--- src/rtl/wb_rr_arbiter_n.sv ---
// Round-robin Wishbone bus arbiter: locks the bus to one master for its whole
// cycle, rotates on release, and optionally forces rotation after HOLD_MAX cycles.
module wb_rr_arbiter_n #(
  parameter int NUM_MASTERS = 4,
  parameter int GNT_W       = 2,
  parameter int HOLD_MAX    = 0
) (
  input  logic                   clk,
  input  logic                   rst,
  input  logic [NUM_MASTERS-1:0] cyc,
  output logic [GNT_W-1:0]       gnt,
  output logic [NUM_MASTERS-1:0] gnt_onehot,
  output logic                   gnt_valid,
  output logic                   comcyc,
  output logic                   timeout
);

  typedef enum logic {IDLE = 1'b0, OWNED = 1'b1} state_t;

  localparam logic [7:0] HOLD_LIM = (HOLD_MAX > 0) ? 8'(HOLD_MAX - 1) : 8'd0;
  localparam logic HOLD_EN = (HOLD_MAX > 0);
  localparam logic [NUM_MASTERS-1:0] ONE = {{(NUM_MASTERS-1){1'b0}}, 1'b1};

  state_t                 state_r;
  logic [GNT_W-1:0]       gnt_r;
  logic [GNT_W-1:0]       last_r;
  logic [NUM_MASTERS-1:0] onehot_r;
  logic [7:0]             hold_r;
  logic                   timeout_r;

  logic [NUM_MASTERS-1:0] mask_s;
  logic [GNT_W-1:0]       winner_s;
  logic [GNT_W-1:0]       idx_s;
  logic                   found_s;
  logic                   hold_hit_s;
  logic                   take_s;
  logic                   forced_s;

  // The current owner never competes against itself when a rotation is due.
  assign mask_s     = (state_r == OWNED) ? (cyc & ~onehot_r) : cyc;
  assign hold_hit_s = HOLD_EN && (hold_r == HOLD_LIM);
  assign take_s     = found_s && ((state_r == IDLE) || !cyc[gnt_r] || hold_hit_s);
  assign forced_s   = (state_r == OWNED) && cyc[gnt_r];

  // Rotating priority search starting just after the most recent owner.
  always_comb begin
    found_s  = 1'b0;
    winner_s = last_r;
    idx_s    = last_r;
    for (int k = 1; k <= NUM_MASTERS; k++) begin
      idx_s = GNT_W'((int'(last_r) + k) % NUM_MASTERS);
      if (!found_s && mask_s[idx_s]) begin
        found_s  = 1'b1;
        winner_s = idx_s;
      end else begin
        found_s  = found_s;
      end
    end
  end

  // Ownership state machine with registered grant outputs and hold counter.
  always_ff @(posedge clk or posedge rst) begin
    if (rst) begin
      state_r   <= IDLE;
      gnt_r     <= {GNT_W{1'b0}};
      last_r    <= GNT_W'(NUM_MASTERS - 1);
      onehot_r  <= {NUM_MASTERS{1'b0}};
      hold_r    <= 8'd0;
      timeout_r <= 1'b0;
    end else if (take_s) begin
      state_r   <= OWNED;
      gnt_r     <= winner_s;
      last_r    <= winner_s;
      onehot_r  <= ONE << winner_s;
      hold_r    <= 8'd0;
      timeout_r <= forced_s;
    end else begin
      timeout_r <= 1'b0;
      case (state_r)
        IDLE: begin
          state_r <= IDLE;
        end
        OWNED: begin
          if (!cyc[gnt_r]) begin
            state_r  <= IDLE;
            onehot_r <= {NUM_MASTERS{1'b0}};
            hold_r   <= 8'd0;
          end else if (hold_r != HOLD_LIM) begin
            hold_r <= hold_r + 8'd1;
          end else begin
            hold_r <= hold_r;
          end
        end
        default: begin
          state_r  <= IDLE;
          onehot_r <= {NUM_MASTERS{1'b0}};
        end
      endcase
    end
  end

  assign gnt        = gnt_r;
  assign gnt_onehot = onehot_r;
  assign gnt_valid  = (state_r == OWNED);
  assign timeout    = timeout_r;
  assign comcyc     = (state_r == OWNED) && cyc[gnt_r];

endmodule
--- config.mk ---
export PLATFORM = sky130hd
export DESIGN_NAME = wb_rr_arbiter_n
export DESIGN_NICKNAME = d
export VERILOG_FILES = /design/src/rtl/wb_rr_arbiter_n.sv
export SDC_FILE = /design/constraint.sdc
export NUM_CORES = 1
export LEC_CHECK = 0
export CAP_MARGIN = 20
export CORE_AREA = 2 2 39 41
export CTS_BUF_LIST = sky130_fd_sc_hd__clkbuf_8 sky130_fd_sc_hd__clkbuf_16
export DETAILED_ROUTE_END_ITERATION = 16
export DIE_AREA = 0 0 41 43
export PLACE_DENSITY = 0.74
export SLEW_MARGIN = 15
export SYNTH_ARGS = -nofsm -noshare
export SYNTH_HDL_FRONTEND = slang
export SYNTH_SLANG_ARGS = --single-unit
--- constraint.sdc ---
create_clock -name clk -period 4.1 [get_ports clk]
set_clock_uncertainty 0.1 [all_clocks]
set_input_delay 0.615 -clock clk [delete_from_list [all_inputs] [get_ports clk]]
set_output_delay 0.615 -clock clk [all_outputs]
set_load 0.02 [all_outputs]
=== Word-level counts from Yosys, hierarchy flattened ===
Cells that the tools add are included.

* Bits in registers: 10
* Bits in latches: 0
* Memory bits (writable): 0
* Bits in read-only memories: 0
* Bits of input ports: 6
* Logic and storage cells: 57
* Memories: 0

* Add/subtract/negate cells: 4
* Multipliers: 0
* Divide/modulo/power cells: 0
* Magnitude comparators: 5
* Equality and inequality tests: 1
* Shifts and indexed selects: 1
* Multiplexer cells: 26
* Bitwise logic cells: 3
* Reductions and logical operators: 12

{| class="wikitable"
|+ Operators by type and width
! cell !! count
|-
| 4-bit two-way mux || 4
|-
| 2-bit by 3-bit < comparator with 1-bit output (second input constant) || 5
|-
| 1-bit two-way mux || 12
|-
| 1-bit binary-select mux with 2-bit select || 5
|-
| 2-bit two-way mux || 4
|-
| 1-bit logical AND || 5
|-
| 2-bit by 1-bit adder with 2-bit output (second input constant) || 2
|-
| 2-bit adder (second input constant) || 2
|-
| 4-bit AND || 1
|-
| 1-bit logical NOT || 4
|-
| 4-bit NOT || 1
|-
| 1-bit by 2-bit << shifter with 4-bit output (first input constant) || 1
|-
| 2-bit != test (second input constant) || 1
|-
| 1-bit case mux with 2 select lines || 1
|-
| 2-bit AND reduction || 1
|-
| 2-bit nonzero test || 1
|-
| 1-bit logical OR || 1
|-
| 1-bit NOT || 1
|}

=== Depth between registers and ports, before layout ===
Gate-level depths: netlist of run 1.

* Depth after elaboration: 18
* Mapped depth: 6
* Mapped depth without buffers: 5

=== Least setup slack after synthesis of run 1 ===
OpenSTA, ideal clock, no wires.

* Kind: input port to output port
* Start point: input port cyc[3]
* End point: output port comcyc
* Arrival: 1.300 ns
* Required time: 3.385 ns
* Setup slack: 2.085 ns
* Stages: 3
* Cell sequence: mux4_2 -> nand2_1 -> inv_1

* Longest elaborated chain between the ends: 3

{| class="wikitable"
|+ RTL lines
! element !! line !! RTL
|-
| start, declared || 10 || <nowiki>input logic [NUM_MASTERS-1:0] cyc,</nowiki>
|-
| 1-bit binary-select mux with 2-bit select || 106 || <nowiki>assign comcyc = (state_r == OWNED) && cyc[gnt_r];</nowiki>
|-
| 1-bit two-way mux (implied by the code) || 106 ||
|-
| 1-bit logical AND || 106 ||
|-
| end, declared || 14 || <nowiki>output logic comcyc,</nowiki>
|}

Every way passes these cells. The select of a mux whose other input is x is not followed.

=== Worst setup path after layout of run 1 ===
* Start point: input port cyc[2]
* End point: output port comcyc

The elaborated chain is that of the path after synthesis.

==> metrics.md, run 1 <==
| Metric | Value |
|---|---|
| Worst R2R Start | gnt[1]$_DFFE_PP0P_ |
| Synth warn | 0 |
| DIE HEIGHT | 43 um |
| Rows | 14 |
| Slew @ Worst Pin | 0.577 ns |
| Starting Density | 43.6% |
| Achievable clock frequency | 330 MHz |
| Power per cell area | 796 nW/um^2 |
| Die area | 1760 sq um |
| Cell area after layout | 803 sq um |
| Final Hold Viols | 0 |
| # setup viols final | 0 |
| Total congestion overflow | 0 |
| Final core utilization | 58.0% |
| Clock-pin slew on the worst setup and hold paths | 0.05 ns |
| Synth cell types | 29 |
| Sequential share of the synthesized area | between 40% and 50% |
| Lkg Pwr | 0.335 nW |
| RSZ-0062 raised after global routing | no |
| CTS Hold Bufs | 0 |
| Fin crit share | roughly 74% |
| Area of the multi-input gates | 330 sq um |
| DR DRC count | 0 |
| Total CTS buffers | 3 |
| Syn Inst Count | 54 |
| Final net count | 78 |
| Drt first pass iters | 2 |
| Pins Over Slew Limit | 0 |
| Maximum VDD drop | 0.383 mV |
| Slew HR | around three fifths |
| Post-DP HPWL | around 910 um |
| Synth Area per Inst | 11.2 sq um |
| # IOs | 15 |
| Post_cts resized | 0 |
| Slowest stage cell, crit path | mux4_2 |
| Sink Count | 10 |
| H-tree depth | 1 |
| Outcome | complete, no violations |
| Delay-heaviest family, CP | buffers and inverters |
| Number of synthesized register bits | 10 |
| Post-DR wirelength/cell | around 14 um |
| Post-DP Area | 758 sq um |
| Min Tclk post-route | a little over 3 ns |
| Vias/cell | 5.30 |
| Gpl congestion | 0.800 |
| Detail Route Antenna Nets | 0 |
| Cell Area, Synth | 603 sq um |
| Syn_nets | 60 |
| Via count | 461 |
| Crit path launch | cyc[2] |
| CP Cell Sequence | clkdlybuf4s50_1, mux4_2, nand2_1, inv_1, clkdlybuf4s50_1 |
| Iter 0 DRT Violations | 6 |
| CP endpoint | comcyc |
| Overall routing resource usage | 17.5% |
| Largest net degree at the start of global routing | 11 |
| Post-route worst setup slack | roughly 1.1 ns |
| Most common cell after layout, fill and taps aside | clkdlybuf4s50_1 |
| Setup slack at placement | 1.07 ns |
| Max clock buf depth | 2 |
| R2R cell count | 4 |
| CORE AREA | 1380 sq um |
| Initial antenna violation count | 0 |
| Clk Latency, worst-skew pair | 0.24 ns |
| Crit-path most repeated cell | clkdlybuf4s50_1 |
| FF-to-FF End | gnt_onehot[1]$_DFFE_PP0P_ |
| Root Buffer | clkbuf_8 |
| Crit path largest cell delay | 0.52 ns |
| Max-Cap Viols | 0 |
| CP startpoint kind | input pin |
| Worst-path maximum fanout | 4 |
| Vias in the first global route | ~470 |
| FF+latch area | 253 sq um |
| Fillers | 119 |
| Width of the die | ~40 um |
| Critical path class | input pin to primary output |
| Setup TNS | 0 ns |
| FF-to-FF setup slack | 2.31 ns |
| Req. time, crit path | 3.38 ns |
| Critical path depth | 5 |
| Drt total wl | 1.20 mm |
| Min-Delay Path Class | flip-flop to flip-flop |
| PortBufs | 14 |
| CP endpoint kind | primary output |
| Most frequent cells in the layout | clkdlybuf4s50_1 (14), dfrtp_1 (8), inv_1 (5) |
| CTS tree | yes |
| Worst Path Buf+Inv | 3 |
| N_diodes | 0 |
| Area Growth Syn to Fin | 33.2% |
| Fraction of layout cells with a size suffix above 1 | roughly 28% |
| Postcts setup bufs | 0 |
| First-pass GRT wire length | 1.99 mm |
| Worst path arrival time | 2.32 ns |
==> state kept, by name, summed over array words and instances (netlist names) <==
signal	count
gnt_onehot	4
gnt	2
last_r	2
gnt_valid	1
timeout	1
==> layout make-up <==
class	instances	share of cell area, %
Clock inverter	1	0.467
Tap cell	16	2.49
Timing Repair Buffer	14	17.4
Multi-Input combinational cell	39	41.1
Sequential cell	10	31.5
Inverter	4	1.87
Clock buffer	3	5.14
==> how the worst min path moves through the flow <==
stage	start	to	slack (ns)	cells after the start
after CTS	gnt[1]$_DFFE_PP0P_	gnt[1]$_DFFE_PP0P_	0.46	1
after detailed placement	gnt[1]$_DFFE_PP0P_	gnt[1]$_DFFE_PP0P_	0.45	1
after global placement	gnt[1]$_DFFE_PP0P_	gnt[1]$_DFFE_PP0P_	0.44	1
final	gnt[1]$_DFFE_PP0P_	gnt[1]$_DFFE_PP0P_	0.46	1
after floorplan	rst	gnt[0]$_DFFE_PP0P_	0.35	1
after global routing	gnt[1]$_DFFE_PP0P_	gnt[1]$_DFFE_PP0P_	0.48	1
==> where the power goes <==
group | internal (W) | switching, W | total (W) | leakage (nW)
Clock | 0.0000656 | 0.0000393 | 0.000105 | 0.0269
Combinational | 0.000186 | 0.000156 | 0.000342 | 0.190
Sequential | 0.000146 | 0.0000464 | 0.000193 | 0.118
==> through the flow <==
stage / power, W / hold slack [ns] / cells
6_report: 0.000640 / 0.456 / 87
5_1_grt: 0.000686 / 0.480 / 87
4_1_cts: 0.000646 / 0.460 / 87
3_5_place_dp: 0.000540 / 0.449 / 83
3_3_place_gp: 0.000533 / 0.443 / 83
2_1_floorplan: 0.000433 / 0.354 / 54
==> routing by layer <==
layer | wire [um] | up-vias | GRT usage (%)
met2 | 557 | 14 | 24.7
met1 | 569 | 216 | 23.6
met5 | 0 | - | 0
met3 | 48 | 2 | 3.14
li1 | - | 229 | -
met4 | 27 | 0 | 11.3
==> cell usage after synthesis (all sizes together) <==
cell type	instances	share of area [%]
dfrtp	8	33
a21boi	4	6.2
a22o	4	6.4
inv	4	2.5
nand2	4	2.5
nor2b	4	5.4
a21o	3	4.4
dfstp	2	8.7
mux2	2	3.7
nand2b	2	2.1
nor2	2	1.2
nor3	2	1.7
a2111oi	1	4.6
a21oi	1	0.83
a31oi	1	1.0
clkbuf	1	0.83
conb	1	0.62
mux4	1	3.7
nand3b	1	1.2
nor3b	1	1.2
nor4	1	1.0
o211ai	1	1.2
o21ai	1	0.83
o22a	1	2.9
or3	1	1.9
==> cell families (layout without fill, tap and decap cells) <==
kind of cell / after synthesis / after routing / share of synthesized area [%]
and+or+nand+nor: 18 / 18 / 18.3
AOI/OAI and AO/OA: 17 / 17 / 28.4
DFF: 10 / 10 / 41.9
buffers and inverters: 5 / 22 / 3.32
muxes: 3 / 3 / 7.47
other: 1 / 1 / 0.622
Power figures use the tool's default switching activity.
==> run 2: changes to the inputs <==
--- a/config.mk
+++ b/config.mk
@@ -6,11 +6,11 @@
 export NUM_CORES = 1
 export LEC_CHECK = 0
 export CAP_MARGIN = 20
-export CORE_AREA = 2 2 39 41
+export CORE_MARGIN = 1
+export CORE_UTILIZATION = 41
 export CTS_BUF_LIST = sky130_fd_sc_hd__clkbuf_8 sky130_fd_sc_hd__clkbuf_16
 export DETAILED_ROUTE_END_ITERATION = 16
-export DIE_AREA = 0 0 41 43
-export PLACE_DENSITY = 0.74
+export PLACE_DENSITY = 0.71
 export SLEW_MARGIN = 15
 export SYNTH_ARGS = -nofsm -noshare
 export SYNTH_HDL_FRONTEND = slang
==> constraint.sdc (replaced) <==
create_clock -name clk -period 2.55 [get_ports clk]
set_clock_uncertainty 0.1 [all_clocks]
set_input_delay 0.3825 -clock clk [delete_from_list [all_inputs] [get_ports clk]]
set_output_delay 0.3825 -clock clk [all_outputs]
set_load 0.02 [all_outputs]
==> run 2 against run 1 <==
Non-clock buffer count rose by 6. Die area fell by 7.7%. First-iteration DRC count fell by 17%. Final cell count rose by 5.7%. Core utilization rose by 6.1 points. Clock power rose by 90%. Worst setup slack got worse by 0.84 ns. Highest routed layer unchanged.
==> metrics.md, run 2 (same netlist as run 1, synthesis figures left out) <==
| Metric | Value |
|---|---|
| Setup TNS | 0 ns (unchanged) |
| Postcts setup bufs | 0 (unchanged) |
| Largest net degree at the start of global routing | 11 (unchanged) |
| Final net count | 84 (+7.7%) |
| Max reg flops | 4 (unchanged) |
| Fin crit share | between 90% and 100% |
| DR DRC count | 0 (unchanged) |
| Area Growth Syn to Fin | 41.9% |
| Iter 0 DRT Violations | 5 (-1) |
| Maximum VDD drop | 0.615 mV (+61%) |
| Placed cells | 88 (+6.0%) |
| CTS tree | yes |
| PortBufs | 14 (unchanged) |
| DIE HEIGHT | 40.4 um (-6.2%) |
| Max clock buf depth | 2 (unchanged) |
| Root Buffer | clkbuf_8 |
| Min Tclk post-route | 2.33 ns |
| # IOs | 15 (unchanged) |
| Post-DP HPWL | 1.01 mm (+11%) |
| Critical path class | input pin to primary output |
| Final Hold Viols | 0 (unchanged) |
| H-tree depth | 1 (unchanged) |
| CP endpoint kind | primary output |
| Post_cts resized | 1 (+1) |
| Overall routing resource usage | 19.6% (+2.2 points) |
| Drt total wl | 1.33 mm (+10%) |
| Max-Cap Viols | 0 (unchanged) |
| Most common cell after layout, fill and taps aside | clkdlybuf4s50_1 |
| Die area | 1630 sq um (-7.7%) |
| Outcome | complete, no violations |
| Clk Latency, worst-skew pair | 0.24 ns (about the same) |
| Initial antenna violation count | 0 (unchanged) |
| Hold slack | 0.319 ns (-0.137 ns) |
| Gpl congestion | 0.726 (-9.3%) |
| Power per cell area | 1280 nW/um^2 (+61%) |
| Worst-path maximum fanout | 4 (unchanged) |
| Req. time, crit path | 2.07 ns (-1.31 ns) |
| Detail Route Antenna Nets | 0 (unchanged) |
| First-pass GRT wire length | 2.01 mm (+1.4%) |
| Most frequent cells in the layout | clkdlybuf4s50_1 (13), dfrtp_1 (8), buf_4 (6) |
| Min-Delay Path Class | input pin to async pin |
| Achievable clock frequency | roughly 430 MHz |
| Worst path arrival time | 1.85 ns (-0.47 ns) |
| Pins Over Slew Limit | 0 (unchanged) |
| CORE AREA | 1330 sq um (-3.6%) |
| Vias/cell | 5.41 (+2.2%) |
| Clock-pin slew on the worst setup and hold paths | 0.05 ns (about the same) |
| Total CTS buffers | 3 (unchanged) |
| Lkg Pwr | 0.368 nW (+9.8%) |
| Vias in the first global route | 451 (-4.2%) |
| Post-route insts no fill | 92 (+5.7%) |
| CP startpoint kind | input pin |
| Total congestion overflow | 0 (unchanged) |
| Fillers | 121 (+1.7%) |
| Drt first pass iters | 4 (+2) |
| Sink Count | 10 (unchanged) |
| Post-DR wirelength/cell | 14.5 um (+4.5%) |
| Starting Density | 45.2% (+1.6 points) |
| Via count | 498 (+8.0%) |
| Width of the die | 40.4 um (-1.6%) |
| R2R cell count | 6 (+2) |
| # setup viols final | 0 (unchanged) |
| CTS Hold Bufs | 0 (unchanged) |
| N_diodes | 0 (unchanged) |
| RSZ-0062 raised after global routing | no |
| Rows | 13 (-1) |
| Fraction of layout cells with a size suffix above 1 | 35.1% (+6.9 points) |
-- run 2: cell types whose count changed in the layout (fill, tap and decap cells not counted), sizes merged --
cell / before / now
clkbuf: 3 / 4
inv: 5 / 4
clkdlybuf4s50: 14 / 13
buf: 0 / 6
dlygate4sd2: 0 / 1
-- run 2: cell type report --
class                           instances  area, sq um  share of cell area (%)
Timing Repair Buffer                   20          184                    21.5
Clock buffer                            4         55.1                    6.43
Sequential cell                        10          253                    29.5
Tap cell                               15         18.8                    2.19
Multi-Input combinational cell         39          330                    38.6
Inverter                                4         15.0                    1.75
-- run 2: worst paths after layout --
path / startpoint / to / slack, ns
worst max-delay path: cyc[2] / comcyc / 0.22
worst min-delay path: rst / gnt_valid$_DFF_PP0_ / 0.32
worst max register to register: gnt[1]$_DFFE_PP0P_ / gnt_onehot[1]$_DFFE_PP0P_ / 0.69
worst min register to register: gnt[1]$_DFFE_PP0P_ / gnt[1]$_DFFE_PP0P_ / 0.47
max in group asynchronous: rst / last_r[1]$_DFFE_PP1P_ / 1.72
min in group clk: gnt[1]$_DFFE_PP0P_ / gnt[1]$_DFFE_PP0P_ / 0.47
-- run 2: power breakdown --
| group | internal [W] | switching [W] | leakage (nW) |
|---|---|---|---|
| clock network | 0.000136 | 0.0000632 | 0.0288 |
| logic | 0.000319 | 0.000265 | 0.221 |
| registers | 0.000235 | 0.0000790 | 0.118 |
| total | 0.000689 | 0.000407 | 0.368 |
-- run 2: metrics by stage --
stage          power [W]  utilization [%]  worst slack, ns  instance area [sq um]
2_1_floorplan   0.000696                -            0.771                    603
3_3_place_gp    0.000891             60.1           0.0319                    802
3_5_place_dp    0.000908             60.1          0.00721                    802
4_1_cts          0.00111             64.2            0.219                    856
5_1_grt          0.00116             64.2            0.161                    856
6_report         0.00110             64.2            0.222                    856
-- run 2: metal layers --
layer	up-vias	part of all wire [%]	routed length (um)	global-route usage, %
li1	244	-	-	-
met3	2	3.1	41	1.67
met2	14	46	612	31.0
met1	238	49	658	25.6
met5	-	0	0	0
met4	0	1.4	19	12.5
-- run 2: critical path, stage by stage --
cell and delay (ns):
clkdlybuf4s50_1 0.49, mux4_2 0.52, nand2_1 0.11, inv_1 0.04
dlygate4sd2_1 0.31
==> run 3: changes to the inputs <==
--- a/config.mk
+++ b/config.mk
@@ -5,7 +5,6 @@
 export SDC_FILE = /design/constraint.sdc
 export NUM_CORES = 1
 export LEC_CHECK = 0
-export CAP_MARGIN = 20
 export CORE_MARGIN = 1
 export CORE_UTILIZATION = 41
 export CTS_BUF_LIST = sky130_fd_sc_hd__clkbuf_8 sky130_fd_sc_hd__clkbuf_16
==> results of run 3 <==
Final layout, timing and power as in run 2 (identical DEF).
==> RTL change 1: new RTL, settings of run 2 <==
The parameter `GNT_W` goes from 2 to 3.
--- a/src/rtl/wb_rr_arbiter_n.sv
+++ b/src/rtl/wb_rr_arbiter_n.sv
@@ -2,7 +2,7 @@
 // cycle, rotates on release, and optionally forces rotation after HOLD_MAX cycles.
 module wb_rr_arbiter_n #(
   parameter int NUM_MASTERS = 4,
-  parameter int GNT_W       = 2,
+  parameter int GNT_W       = 3,
   parameter int HOLD_MAX    = 0
 ) (
   input  logic                   clk,
Ports: changed (resized gnt); port bits go from 15 to 16. The function was not compared with the original's and may differ.
==> RTL change 1 against run 2 <==
Cell area fell by 3.5%. Synthesized area rose by 0.42%. Utilization fell by 2.3 points. Routed wire length rose by 8.6%. Sequential cell count rose by 1. Cell count fell by 4.3%. Sequential share of layout area rose by 4.1 points. Die area rose by 0.40%. Setup slack improved by 160 ps. Power fell by 2.6%. Global-route usage rose by 2.7 points.
==> RTL change 1: results (changes against run 2) <==
1st-pass router iterations 4 (unchanged); Critical Path Source cyc[3] (was cyc[2]); Max VDD drop 0.000730 V (was 0.000615 V); Via density 6.03 (was 5.41); reg-to-reg slack, setup 640 ps (was 690 ps); Max stage delay on crit path 490 ps (was 520 ps); placed cell areas 778 µm² (was 802 µm²); cts repair resizes 0 (was 1); Initial DRC Count 11 (was 5); Pleak 0.375 nW (was 0.368 nW); layout cells sized above 1 16.4% (was 35.1%); DP Wirelength 1010 µm (about the same); global-route wire length before repair 2210 µm (was 2010 µm); clk slew on worst S/H paths 50 ps (about the same); register area share after synthesis 45.9% (was 41.9%); Place WS 65.2 ps (was 7.21 ps); PortBufs 15 (was 14); worst path arrival time 1690 ps (was 1850 ps); most frequent cells after synthesis dfrtp_1, inv_1, mux2i_1 (was dfrtp_1, inv_1, nand2_1); Gate Count Post-Synth 53 (was 54); Main synth FF type dfrtp_1 (unchanged); largest net degree at the start of global routing 12 (was 11); Tot GR Track Use 22.3% (was 19.6%); worst setup margin 379 ps (was 222 ps); Worst R2R End gnt[0] (was gnt_onehot[1]); final wirelength 1450 µm (was 1330 µm); most area-consuming cells after synthesis dfrtp_1, dfstp_2, mux2i_1 (was dfrtp_1, dfstp_2, a22o_2); depth of the most critical reg-to-reg path 5 (was 6); Placed Cells incl. Taps 84 (was 88); GP Congestion 0.714 (was 0.726); routed vias 531 (was 498); Nets 80 (was 84); syn nets 59 (was 60); status completed (unchanged); Slew Limit Headroom 62.8%; vias in the first global route 480 (was 451)
RTL change 1: final cells by class:
type / instances / area [µm²]
inverters: 7 / 26.3
well taps: 15 / 18.8
flip-flops and latches: 11 / 278
clock inverters: 1 / 3.75
clock buffers: 3 / 41.3
multi-input cells: 34 / 290
fillers: 115 / 508
repair buffers: 17 / 168
RTL change 1: cells by family after synthesis:
kind of cell	Yosys count	share of synthesized area (%)
and+or+nand+nor	8	7.85
AOI/OAI and AO/OA	18	25.0
other	1	0.619
buffers and inverters	8	6.20
DFF	11	45.9
muxes	7	14.5
RTL change 1: worst min-delay path by stage:
stage / cells after the start / slack [ps] / from / end
finish: 2 / 340 / rst / gnt_onehot[0]
global placement: 1 / 370 / gnt[2] / gnt[2]
global route: 2 / 390 / rst / gnt_onehot[2]
detailed placement: 1 / 380 / gnt[2] / gnt[2]
floorplan: 1 / 130 / rst / gnt[0]
CTS: 2 / 350 / rst / timeout
RTL change 1: power breakdown:
part	internal (mW)	total, mW	switching (mW)
logic	0.292	0.582	0.290
clock network	0.105	0.168	0.0630
registers	0.251	0.317	0.0658
RTL change 1: per-stage QoR:
step                      hold WS [ps]  power [mW]
after CTS                          347        1.08
after floorplan                    134       0.701
after detailed placement           375       0.891
after global routing               387        1.13
after global placement             370       0.885
final                              335        1.07
RTL change 1: per-layer routing:
| metal | vias to the layer above | wire length [µm] | GRT usage [%] |
|---|---|---|---|
| li1 | 242 | - | - |
| met1 | 268 | 619 | 25.7 |
| met2 | 15 | 714 | 33.3 |
| met3 | 6 | 73 | 7.22 |
| met4 | 0 | 38 | 18.3 |
| met5 | - | 0 | 0 |
RTL change 1: critical path: cells and delay by family:
| kind | cells | cell delay, ps |
|---|---|---|
| and+or+nand+nor | 1 | 100 |
| buffers and inverters | 3 | 720 |
| muxes | 1 | 490 |
==> RTL change 2: new RTL, flow settings as in run 2 <==
Made on the original files. Register the output `timeout` once more; this adds one clock of latency there. The other outputs are not delayed to match.
--- a/src/rtl/wb_rr_arbiter_n.sv
+++ b/src/rtl/wb_rr_arbiter_n.sv
@@ -102,7 +102,9 @@
   assign gnt        = gnt_r;
   assign gnt_onehot = onehot_r;
   assign gnt_valid  = (state_r == OWNED);
-  assign timeout    = timeout_r;
+  always_ff @(posedge clk) begin
+    timeout <= timeout_r;
+  end
   assign comcyc     = (state_r == OWNED) && cyc[gnt_r];
 
 endmodule
Behaviour: no difference found for any inputs over 10 cycles, from zero or initial values and one cycle with rst high; that may be too few to reach the edited logic, so the function may still have changed.
==> RTL change 2 against run 2 <==
Setup slack got worse by 140 ps. Clock power fell by 15%. Utilization fell by 2.5 points. Cell count fell by 1.1%. Power fell by 0.59%. Worst hold slack got worse by 77 ps. Cell area fell by 1.6%. Sequential cell count rose by 1. Synthesized area rose by 4.4%. Routed wire length fell by 2.0%. Largest power group unchanged. Highest routed layer unchanged.
==> RTL change 2: results (changes against run 2) <==
layout cells sized above 1 21.1% (was 35.1%); largest net degree at the start of global routing 11 (unchanged); Worst R2R End last_r[0] (was gnt_onehot[1]); ys async rst share 90.9% (was 100%); cts repair resizes 0 (was 1); worst path arrival time 1990 ps (was 1850 ps); reg2reg start gnt[1] (unchanged); most frequent cells after synthesis dfrtp_1, inv_1, mux2i_1, nand2b_1 (was dfrtp_1, inv_1, nand2_1); Worst-Skew Late Latency 240 ps (about the same); Worst Hold Class register to register (was input port to async pin); Syn. warnings 0 (unchanged); syn nets 62 (was 60); initial antenna violation count 0 (unchanged); crit path max fanout 4 (unchanged); Largest register FFs 4 (unchanged); most area-consuming cells after synthesis dfrtp_1, dfstp_2, mux2i_1 (was dfrtp_1, dfstp_2, a22o_2); Initial DRC Count 6 (was 5); Via density 5.59 (was 5.41); Critical Path Source cyc[2] (unchanged); Place WS 83.4 ps (was 7.21 ps); slowest CP cell clkdlybuf4s50_1 (was mux4_2); crit-path leading delay family buffers and inverters (unchanged); depth of the most critical reg-to-reg path 6 (unchanged); worst setup margin 80.2 ps (was 222 ps); post-synth cell types 28 (was 29); global-route wire length before repair 2170 µm (was 2010 µm); 1st-pass router iterations 4 (unchanged); vias in the first global route 464 (was 451); status completed (unchanged); GP Congestion 0.777 (was 0.726); PortBufs 14 (unchanged); DP Wirelength 1010 µm (about the same); Pleak 0.368 nW (about the same); Nets 83 (was 84); clk buf depth 2 (unchanged); register area share after synthesis 43.3% (was 41.9%); reg-to-reg slack, setup 750 ps (was 690 ps); mean routed wirelength per cell 14.3 µm (was 14.5 µm); Max VDD drop 0.000766 V (was 0.000615 V); clk slew on worst S/H paths 50 ps (about the same); Tot GR Track Use 20.6% (was 19.6%); CTS root buf clkbuf_8 (unchanged)
==> RTL change 2: where the power goes <==
group / internal [mW] / switching (mW) / leakage (nW)
clock network: 0.107 / 0.0634 / 0.0255
registers: 0.252 / 0.0607 / 0.126
logic: 0.310 / 0.296 / 0.217
total: 0.669 / 0.421 / 0.368
==> RTL change 2: worst min path at each step <==
stage | end | slack [ps] | depth (start not counted)
2_1_floorplan | gnt[0] | 120 | 1
4_1_cts | timeout | 240 | 0
5_1_grt | timeout | 250 | 0
6_report | timeout | 240 | 0
3_5_place_dp | timeout | 230 | 0
3_3_place_gp | timeout | 230 | 0
==> RTL change 2: area by class of cell <==
cell class                 count  area [µm²]
inverter                       7        26.3
clock buffer                   3        41.3
fill                         111         524
sequential                    11         273
timing repair buffer          18         170
multi-input combinational     36         308
clock inverter                 1        5.00
tap                           15        18.8
==> RTL change 2: layer usage <==
metal  wire (µm)  share of wire [%]  up-vias  GRT usage (%)
met3          64                4.9        6           4.89
met4          31                2.4        0           12.1
met5           0                  0        -              0
met1         645                 50      235           29.1
li1            -                  -      250              -
met2         562                 43       18           28.1
==> RTL change 2: logic make-up (layout without fill, tap and decap cells) <==
family | after synthesis | count (layout) | share of synthesized area, %
simple gates | 9 | 9 | 8.35
compound gates | 19 | 19 | 25.4
mux | 7 | 7 | 14.5
flops | 11 | 11 | 43.3
other cells | 1 | 1 | 0.596
buf+inv | 9 | 29 | 7.75
==> RTL change 2: through the flow <==
| step | total power, mW | utilization [%] | std cells | instance area [µm²] |
|---|---|---|---|---|
| global placement | 0.912 | 58.2 | 87 | 796 |
| finish | 1.09 | 61.6 | 91 | 842 |
| detailed placement | 0.919 | 58.2 | 87 | 796 |
| CTS | 1.10 | 61.6 | 91 | 842 |
| global route | 1.17 | 61.6 | 91 | 842 |
| floorplan | 0.731 | - | 56 | 629 |
==> RTL change 2: worst register-to-register path, stage by stage (launching register included) <==
cell and delay, ps:
dfrtp_1 390, mux4_2 520, nand2_2 90, buf_4 120, o21a_1 150, buf_4 160
mux2i_1 190
